### src/rtl/ipm2t_hssthp_cfg_arbiter_v1_0_if.sv
// Bundle of the two requester ports, the APB master port toward the HSSTHP
// bridge and the busy flag. The arbiter uses the slave view (it serves the
// requesters and drives the APB side); the environment uses the master view.
interface ipm2t_hssthp_cfg_arbiter_v1_0_if;
    // requester 0 (init/DRP sequencer)
    logic        req0_valid;
    logic        req0_write;
    logic [15:0] req0_addr;
    logic [7:0]  req0_wdata;
    logic        req0_ready;
    logic        req0_done;
    logic        req0_err;
    logic [7:0]  req0_rdata;
    // requester 1 (user logic)
    logic        req1_valid;
    logic        req1_write;
    logic [15:0] req1_addr;
    logic [7:0]  req1_wdata;
    logic        req1_ready;
    logic        req1_done;
    logic        req1_err;
    logic [7:0]  req1_rdata;
    // APB toward the bridge
    logic        p_cfg_psel;
    logic        p_cfg_enable;
    logic        p_cfg_write;
    logic [15:0] p_cfg_addr;
    logic [7:0]  p_cfg_wdata;
    logic        p_cfg_ready;
    logic [7:0]  p_cfg_rdata;
    // status
    logic        cfg_busy;

    modport master (
        output req0_valid, req0_write, req0_addr, req0_wdata,
        input  req0_ready, req0_done, req0_err, req0_rdata,
        output req1_valid, req1_write, req1_addr, req1_wdata,
        input  req1_ready, req1_done, req1_err, req1_rdata,
        input  p_cfg_psel, p_cfg_enable, p_cfg_write, p_cfg_addr, p_cfg_wdata,
        output p_cfg_ready, p_cfg_rdata,
        input  cfg_busy
    );

    modport slave (
        input  req0_valid, req0_write, req0_addr, req0_wdata,
        output req0_ready, req0_done, req0_err, req0_rdata,
        input  req1_valid, req1_write, req1_addr, req1_wdata,
        output req1_ready, req1_done, req1_err, req1_rdata,
        output p_cfg_psel, p_cfg_enable, p_cfg_write, p_cfg_addr, p_cfg_wdata,
        input  p_cfg_ready, p_cfg_rdata,
        output cfg_busy
    );
endinterface

### src/rtl/ipm2t_hssthp_cfg_arbiter_v1_0.sv
// Two-requester APB master arbiter/sequencer in front of the HSSTHP APB
// bridge. Round-robin on ties, generates SETUP/ACCESS itself, bounds the
// ACCESS phase with a ready timeout and answers unmapped targets locally.
// Every transaction ends with one done pulse to its owner.
module ipm2t_hssthp_cfg_arbiter_v1_0 #(
    parameter int TIMEOUT = 255
) (
    input  logic p_cfg_clk,
    input  logic p_cfg_rstn,
    ipm2t_hssthp_cfg_arbiter_v1_0_if.slave bus
);

    typedef enum logic [1:0] {
        IDLE   = 2'd0,
        SETUP  = 2'd1,
        ACCESS = 2'd2,
        RESP   = 2'd3
    } state_t;

    // last counter value before giving up on p_cfg_ready
    localparam logic [7:0] CNT_LIMIT = 8'(TIMEOUT - 1);
    // highest mapped target: channels 0..3 and the HPLL at 4
    localparam logic [3:0] LAST_TARGET = 4'd4;

    // requester ports gathered into index-addressable vectors
    logic [1:0]       req_valid;
    logic [1:0]       req_write;
    logic [1:0][15:0] req_addr;
    logic [1:0][7:0]  req_wdata;
    logic [1:0]       req_ready;

    state_t           state_reg, state_next;
    logic             last_gnt_reg, last_gnt_next;
    logic             owner_reg, owner_next;
    logic [7:0]       count_reg, count_next;
    logic             psel_reg, psel_next;
    logic             enable_reg, enable_next;
    logic             write_reg, write_next;
    logic [15:0]      addr_reg, addr_next;
    logic [7:0]       wdata_reg, wdata_next;
    logic             busy_reg, busy_next;
    logic [1:0]       done_reg, done_next;
    logic [1:0]       err_reg, err_next;
    logic [1:0][7:0]  rdata_reg, rdata_next;

    logic             grant_any;
    logic             grant_idx;

    assign req_valid    = {bus.req1_valid, bus.req0_valid};
    assign req_write    = {bus.req1_write, bus.req0_write};
    assign req_addr[0]  = bus.req0_addr;
    assign req_addr[1]  = bus.req1_addr;
    assign req_wdata[0] = bus.req0_wdata;
    assign req_wdata[1] = bus.req1_wdata;

    // Pick a requester: a lone valid wins, a tie goes to the one not served last.
    always_comb begin
        grant_any = |req_valid;
        grant_idx = 1'b0;
        case (req_valid)
            2'b10:   grant_idx = 1'b1;
            2'b11:   grant_idx = ~last_gnt_reg;
            default: grant_idx = 1'b0;
        endcase
    end

    // Ready is only ever offered in IDLE, and only to the granted requester.
    generate
        for (genvar gi = 0; gi < 2; gi++) begin : g_ready
            assign req_ready[gi] = (state_reg == IDLE) && grant_any &&
                                   (grant_idx == 1'(gi));
        end
    endgenerate

    // Next-state and next-output logic; every register holds unless told otherwise.
    always_comb begin
        state_next    = state_reg;
        last_gnt_next = last_gnt_reg;
        owner_next    = owner_reg;
        count_next    = count_reg;
        psel_next     = psel_reg;
        enable_next   = enable_reg;
        write_next    = write_reg;
        addr_next     = addr_reg;
        wdata_next    = wdata_reg;
        done_next     = 2'b00;
        err_next      = err_reg;
        rdata_next    = rdata_reg;

        case (state_reg)
            IDLE: begin
                if (grant_any) begin
                    owner_next    = grant_idx;
                    last_gnt_next = grant_idx;
                    write_next    = req_write[grant_idx];
                    addr_next     = req_addr[grant_idx];
                    wdata_next    = req_wdata[grant_idx];
                    if (req_addr[grant_idx][15:12] <= LAST_TARGET) begin
                        state_next = SETUP;
                        psel_next  = 1'b1;
                    end else begin
                        // unmapped target: answer locally, never touch the bridge
                        state_next             = RESP;
                        done_next[grant_idx]  = 1'b1;
                        err_next[grant_idx]   = 1'b1;
                        rdata_next[grant_idx] = 8'h00;
                    end
                end
            end

            SETUP: begin
                state_next  = ACCESS;
                enable_next = 1'b1;
                count_next  = 8'd0;
            end

            ACCESS: begin
                if (bus.p_cfg_ready) begin
                    // a ready on the limit cycle still counts as success
                    state_next             = RESP;
                    psel_next              = 1'b0;
                    enable_next            = 1'b0;
                    done_next[owner_reg]  = 1'b1;
                    err_next[owner_reg]   = 1'b0;
                    rdata_next[owner_reg] = write_reg ? 8'h00 : bus.p_cfg_rdata;
                end else if (count_reg == CNT_LIMIT) begin
                    state_next             = RESP;
                    psel_next              = 1'b0;
                    enable_next            = 1'b0;
                    done_next[owner_reg]  = 1'b1;
                    err_next[owner_reg]   = 1'b1;
                    rdata_next[owner_reg] = 8'h00;
                end else begin
                    count_next = count_reg + 8'd1;
                end
            end

            RESP: begin
                state_next = IDLE;
            end

            default: begin
                state_next = IDLE;
            end
        endcase

        busy_next = (state_next != IDLE);
    end

    // State and registered outputs; reset clears everything asynchronously.
    always_ff @(posedge p_cfg_clk or negedge p_cfg_rstn) begin
        if (!p_cfg_rstn) begin
            state_reg    <= IDLE;
            last_gnt_reg <= 1'b1;
            owner_reg    <= 1'b0;
            count_reg    <= 8'd0;
            psel_reg     <= 1'b0;
            enable_reg   <= 1'b0;
            write_reg    <= 1'b0;
            addr_reg     <= 16'h0000;
            wdata_reg    <= 8'h00;
            busy_reg     <= 1'b0;
            done_reg     <= 2'b00;
            err_reg      <= 2'b00;
            rdata_reg    <= '0;
        end else begin
            state_reg    <= state_next;
            last_gnt_reg <= last_gnt_next;
            owner_reg    <= owner_next;
            count_reg    <= count_next;
            psel_reg     <= psel_next;
            enable_reg   <= enable_next;
            write_reg    <= write_next;
            addr_reg     <= addr_next;
            wdata_reg    <= wdata_next;
            busy_reg     <= busy_next;
            done_reg     <= done_next;
            err_reg      <= err_next;
            rdata_reg    <= rdata_next;
        end
    end

    assign bus.req0_ready   = req_ready[0];
    assign bus.req1_ready   = req_ready[1];
    assign bus.req0_done    = done_reg[0];
    assign bus.req1_done    = done_reg[1];
    assign bus.req0_err     = err_reg[0];
    assign bus.req1_err     = err_reg[1];
    assign bus.req0_rdata   = rdata_reg[0];
    assign bus.req1_rdata   = rdata_reg[1];
    assign bus.p_cfg_psel   = psel_reg;
    assign bus.p_cfg_enable = enable_reg;
    assign bus.p_cfg_write  = write_reg;
    assign bus.p_cfg_addr   = addr_reg;
    assign bus.p_cfg_wdata  = wdata_reg;
    assign bus.cfg_busy     = busy_reg;

endmodule

### src/flat_wrapper.sv
// flat-port wrapper written by rule: the top's interface ports become plain ports
module ipm2t_hssthp_cfg_arbiter_v1_0_flat 
#(
    parameter int TIMEOUT = 255
)
  (p_cfg_clk, p_cfg_rstn, bus_req0_valid, bus_req0_write, bus_req0_addr, bus_req0_wdata, bus_req0_ready, bus_req0_done, bus_req0_err, bus_req0_rdata, bus_req1_valid, bus_req1_write, bus_req1_addr, bus_req1_wdata, bus_req1_ready, bus_req1_done, bus_req1_err, bus_req1_rdata, bus_p_cfg_psel, bus_p_cfg_enable, bus_p_cfg_write, bus_p_cfg_addr, bus_p_cfg_wdata, bus_p_cfg_ready, bus_p_cfg_rdata, bus_cfg_busy);
  ipm2t_hssthp_cfg_arbiter_v1_0_if bus_i ();
  input  logic p_cfg_clk;
  input  logic p_cfg_rstn;
  input wire logic [$bits(bus_i.req0_valid)-1:0] bus_req0_valid;
  input wire logic [$bits(bus_i.req0_write)-1:0] bus_req0_write;
  input wire logic [$bits(bus_i.req0_addr)-1:0] bus_req0_addr;
  input wire logic [$bits(bus_i.req0_wdata)-1:0] bus_req0_wdata;
  output wire logic [$bits(bus_i.req0_ready)-1:0] bus_req0_ready;
  output wire logic [$bits(bus_i.req0_done)-1:0] bus_req0_done;
  output wire logic [$bits(bus_i.req0_err)-1:0] bus_req0_err;
  output wire logic [$bits(bus_i.req0_rdata)-1:0] bus_req0_rdata;
  input wire logic [$bits(bus_i.req1_valid)-1:0] bus_req1_valid;
  input wire logic [$bits(bus_i.req1_write)-1:0] bus_req1_write;
  input wire logic [$bits(bus_i.req1_addr)-1:0] bus_req1_addr;
  input wire logic [$bits(bus_i.req1_wdata)-1:0] bus_req1_wdata;
  output wire logic [$bits(bus_i.req1_ready)-1:0] bus_req1_ready;
  output wire logic [$bits(bus_i.req1_done)-1:0] bus_req1_done;
  output wire logic [$bits(bus_i.req1_err)-1:0] bus_req1_err;
  output wire logic [$bits(bus_i.req1_rdata)-1:0] bus_req1_rdata;
  output wire logic [$bits(bus_i.p_cfg_psel)-1:0] bus_p_cfg_psel;
  output wire logic [$bits(bus_i.p_cfg_enable)-1:0] bus_p_cfg_enable;
  output wire logic [$bits(bus_i.p_cfg_write)-1:0] bus_p_cfg_write;
  output wire logic [$bits(bus_i.p_cfg_addr)-1:0] bus_p_cfg_addr;
  output wire logic [$bits(bus_i.p_cfg_wdata)-1:0] bus_p_cfg_wdata;
  input wire logic [$bits(bus_i.p_cfg_ready)-1:0] bus_p_cfg_ready;
  input wire logic [$bits(bus_i.p_cfg_rdata)-1:0] bus_p_cfg_rdata;
  output wire logic [$bits(bus_i.cfg_busy)-1:0] bus_cfg_busy;
  assign bus_i.req0_valid = bus_req0_valid;
  assign bus_i.req0_write = bus_req0_write;
  assign bus_i.req0_addr = bus_req0_addr;
  assign bus_i.req0_wdata = bus_req0_wdata;
  assign bus_req0_ready = bus_i.req0_ready;
  assign bus_req0_done = bus_i.req0_done;
  assign bus_req0_err = bus_i.req0_err;
  assign bus_req0_rdata = bus_i.req0_rdata;
  assign bus_i.req1_valid = bus_req1_valid;
  assign bus_i.req1_write = bus_req1_write;
  assign bus_i.req1_addr = bus_req1_addr;
  assign bus_i.req1_wdata = bus_req1_wdata;
  assign bus_req1_ready = bus_i.req1_ready;
  assign bus_req1_done = bus_i.req1_done;
  assign bus_req1_err = bus_i.req1_err;
  assign bus_req1_rdata = bus_i.req1_rdata;
  assign bus_p_cfg_psel = bus_i.p_cfg_psel;
  assign bus_p_cfg_enable = bus_i.p_cfg_enable;
  assign bus_p_cfg_write = bus_i.p_cfg_write;
  assign bus_p_cfg_addr = bus_i.p_cfg_addr;
  assign bus_p_cfg_wdata = bus_i.p_cfg_wdata;
  assign bus_i.p_cfg_ready = bus_p_cfg_ready;
  assign bus_i.p_cfg_rdata = bus_p_cfg_rdata;
  assign bus_cfg_busy = bus_i.cfg_busy;
  ipm2t_hssthp_cfg_arbiter_v1_0 #(.TIMEOUT(TIMEOUT)) u_core (.p_cfg_clk(p_cfg_clk), .p_cfg_rstn(p_cfg_rstn), .bus(bus_i));
endmodule
### config.mk
export PLATFORM = sky130hd
export DESIGN_NAME = ipm2t_hssthp_cfg_arbiter_v1_0_flat
export DESIGN_NICKNAME = d
export VERILOG_FILES = /design/src/rtl/ipm2t_hssthp_cfg_arbiter_v1_0_if.sv /design/src/rtl/ipm2t_hssthp_cfg_arbiter_v1_0.sv /design/src/flat_wrapper.sv
export SDC_FILE = /design/constraint.sdc
export NUM_CORES = 1
export LEC_CHECK = 0
export ABC_CLOCK_PERIOD_IN_PS = 3000
export BUFFER_PORTS_ARGS = -buffer_cell sky130_fd_sc_hd__clkbuf_2
export CORE_ASPECT_RATIO = 0.5
export CORE_MARGIN = 3
export CORE_UTILIZATION = 49
export CTS_CLUSTER_SIZE = 25
export DETAILED_ROUTE_END_ITERATION = 6
export PLACE_DENSITY = 0.82
export SLEW_MARGIN = 25
export SYNTH_ARGS = -nofsm -noshare
export SYNTH_HDL_FRONTEND = slang
export SYNTH_SLANG_ARGS = --single-unit
### constraint.sdc
create_clock -name p_cfg_clk -period 3 [get_ports p_cfg_clk]
set_clock_uncertainty 0.2 [all_clocks]
set_input_delay 0.15 -clock p_cfg_clk [delete_from_list [all_inputs] [get_ports p_cfg_clk]]
set_output_delay 0.15 -clock p_cfg_clk [all_outputs]
set_load 0.01 [all_outputs]
==> qor.csv <==
stage,metric,value,unit
power_and_ir_drop,PwrDens,976.1,mW/mm2
grt,vias in the first global route,3069,
synthesis,post-synth top area cell,dfrtp_1,
grt,GRT Max-Usage Layer,met2,
layout,layout cells sized above 1,0.3477,
setup_path,WS Path Type,reg2reg,
grt,grt ovf,0,
layout,Layout area overhead,51.57,%
setup_path,critical path arrival,2.71,ns
place,Final HPWL DP,5413,um
setup_path,"Cell Chain, Critical Path",a21boi_2 -> nor2_2 -> a22o_1 -> dlygate4sd3_1 -> a22o_1,
cts,clock tree buffer depth,2,
sta,Slew Limit Fails,0,
sta,Slew headroom,0.4020,
synthesis,share of the synthesized area in the top cell type,0.4996,
grt,met2 usage,0.5053,
setup_path,Critical Path Start Type,flop,
setup_path,beginning of the critical path,u_core.last_gnt_reg$_DFFE_PN1P_,
min_path,worst hold start,bus_req0_addr[13],
drt,Post-route DRC,0,
floorplanning,boundary pin count,113,
cts,postcts setup bufs,0,
synthesis,Yosys warning count,0,
grt,met3 Track Usage GR,0.07669,
synthesis,cell count after synthesis,262,
place,I/O Buffers,112,
setup_path,"setup slack, reg-to-reg",0.35,ns
layout,Diodes inserted,0,
sta,Sum Neg Setup Slack,0,ns
sta,worst-margin pin slew,0.8961,ns
setup_path,reg2reg end,u_core.bus.p_cfg_wdata[7]$_DFFE_PN0P_,
sta,Max Freq,377.5,MHz
cts,clock latency at the later pin of the worst-skew pair,0.33,ns
floorplanning,row count,19,
drt,Total Wirelength,9664,um
sta,period utilization,0.8829,
power_and_ir_drop,Max VDD drop,0.0005260,V
setup_path,reg2reg start,u_core.last_gnt_reg$_DFFE_PN1P_,
synthesis,Post-synth EDFFs,0,
floorplanning,Die Footprint,0.007056,mm2
synthesis,"FFs w/ async S/R, synth",1.000,
grt,antenna violations before repair,0,
power_and_ir_drop,P_leak,0.002253,uW
layout,Largest register FFs,16,
run,max-cap viol count,0,
cts,CTS Hold Buffers Added,56,
setup_path,FF-to-FF path depth,5,
sta,RSZ-0062 raised after global routing,false,
drt,DRT Pass-1 Iters,5,
floorplanning,Initial Utilization,0.5223,
grt,global-route wire length before repair,15120,um
synthesis,Most used DFF post-synth,dfrtp_1,
run_status,status,"finished, final reports clean",
sta,Final setup violation count,0,
cts,clock tree root buffer cell,clkbuf_16,
grt,pin count of the biggest net entering global routing,34,
synthesis,#FFs+latches synth,60,
place,gpl congestion,0.9008,
synthesis,post-synthesis average cell area,11.28,um2
grt,Total Routing Usage GR,0.2798,
synthesis,synthesized area,0.002955,mm2
cts,CTS tree,yes,
setup_path,CP dominant cell by count,a22o_1,
sta,"Hold Vio Cnt, Final",0,
layout,nets,502,
drt,WL/cell,18.84,um
min_path,WHS Endpoint,u_core.bus.p_cfg_addr[13]$_DFFE_PN0P_,
cts,post-cts repair resize count,0,
drt,routed via count,3010,
setup_path,Crit. End Element,flop,
floorplanning,Die Span Y,60.92,um
setup_path,Crit path largest cell delay,0.73,ns
sta,post-route worst setup slack,0.3513,ns
min_path,WHS Path Cells,3,
drt,antenna-violating nets left,0,
drt,DRT iter0 DRCs,239,
min_path,Hold Crit Class,in2reg,
synthesis,Netlist cell types,48,
cts,clock-pin slew on the worst setup and hold paths,0.05,ns
layout,Util after Layout,0.7917,
setup_path,WP data required,3.06,ns
synthesis,sequential area share after synthesis,0.5085,
setup_path,Slowest cell on crit path,nor2_2,
setup_path,Critical Path Fanout Max,21,
cts,CTS buffer count,9,
place,Place WS,0.5914,ns
cts,CTS H-Tree Depth,3,
sta,minimum clock period,2.649,ns
grt,met1 Usage GRT,0.3323,
floorplanning,core area,0.005658,mm2
synthesis,"top cells by area, synth","dfrtp_1, a22o_1, mux2_4",
floorplanning,die width,115.8,um
drt,routed vias/inst,5.867,
cts,clock net sink count,60,
synthesis,post-synth net total,329,
==> area by class of cell <==
cell class                 instances  area, um2
fill                             322       1179
multi-input combinational        180       1364
sequential                        60       1503
clock buffer                      11      232.7
tap                               73      91.34
clock inverter                     5      77.57
inverter                           8      30.03
timing repair buffer             176       1181
==> per-stage QoR <==
stage | power (uW) | cells | hold slack (ns) | instance area, um2
after global routing | 4595 | 513 | 0.02260 | 4479
after global placement | 3024 | 441 | -0.01210 | 3606
after CTS | 4286 | 513 | 0.001744 | 4479
after floorplan | 2485 | 262 | -0.3456 | 2955
after detailed placement | 3095 | 441 | 0.004732 | 3608
final | 4372 | 513 | 0.008527 | 4479
==> cell families after synthesis <==
group,Yosys count,share of synthesized area
AO/OA/AOI/OAI,95,0.2646
XOR/XNOR,2,0.005928
adder cells (fa/ha/maj),4,0.01694
buffers and inverters,22,0.03090
flip-flops,60,0.5085
multiplexers,13,0.05800
AND/OR/NAND/NOR,66,0.1152
==> worst max path at each step <==
stage | to
after CTS | u_core.bus.p_cfg_addr[4]$_DFFE_PN0P_
after global routing | u_core.bus.p_cfg_wdata[7]$_DFFE_PN0P_
after global placement | u_core.bus.req0_rdata[7]$_DFFE_PN0P_
after floorplan | u_core.bus.req0_rdata[0]$_DFFE_PN0P_
after detailed placement | u_core.bus.req0_rdata[3]$_DFFE_PN0P_
final | u_core.bus.p_cfg_wdata[7]$_DFFE_PN0P_
==> placed cells by master (no fill, tap or decap), drive strengths merged, types with 2 or more instances in the layout <==
cell type / netlist / final
nand4: 2 / 2
mux2: 9 / 9
o21a: 2 / 2
a211o: 2 / 2
nor2: 19 / 19
buf: 3 / 8
nor4b: 2 / 2
clkbuf: 11 / 123
o22ai: 2 / 2
nand2b: 2 / 2
ha: 4 / 4
clkinv: 0 / 2
a211oi: 2 / 2
nand2: 21 / 21
o21ai: 13 / 13
bufinv: 0 / 2
inv: 8 / 8
dlygate4sd3: 0 / 56
nand3: 9 / 9
a22oi: 8 / 8
mux2i: 4 / 4
dfrtp: 59 / 59
a21oi: 4 / 4
o221ai: 2 / 2
a22o: 52 / 52
a41o: 2 / 2
a21boi: 2 / 2
nor3: 2 / 2
==> where the power goes <==
group          internal (uW)  switching [uW]  leakage (uW)
Combinational            863            1060       0.00134
Sequential              1140             232      0.000766
Clock                    724             356      0.000150
==> worst max-delay path: cells and delay by family, from the launching register on <==
| kind | cells | cell delay [ns] |
|---|---|---|
| AOI/OAI and AO/OA | 3 | 0.53 |
| buffers and inverters | 1 | 0.58 |
| DFF | 1 | 0.55 |
| and+or+nand+nor | 1 | 0.73 |
==> cells in the mapped netlist, types with 2 or more instances <==
cell and instances:
o21a_1 2, ha_1 4, nand2b_1 2, nand2_1 21, clkbuf_1 11, a211o_1 2
mux2i_1 4, o221ai_1 2, dfrtp_1 59, mux2_4 8, nor3_1 2, nand4_1 2
nor2_1 19, a22o_1 52, o21ai_0 12, a211oi_1 2, o22ai_1 2, a41o_1 2
nand3_1 9, inv_1 8, a21oi_1 3, a22oi_1 8
==> layer usage <==
layer	wire, um	share of wire
met3	668	0.069
met2	5081	0.53
met1	3644	0.38
met5	0	0
met4	269	0.028
(Power assumes the default switching activity.)
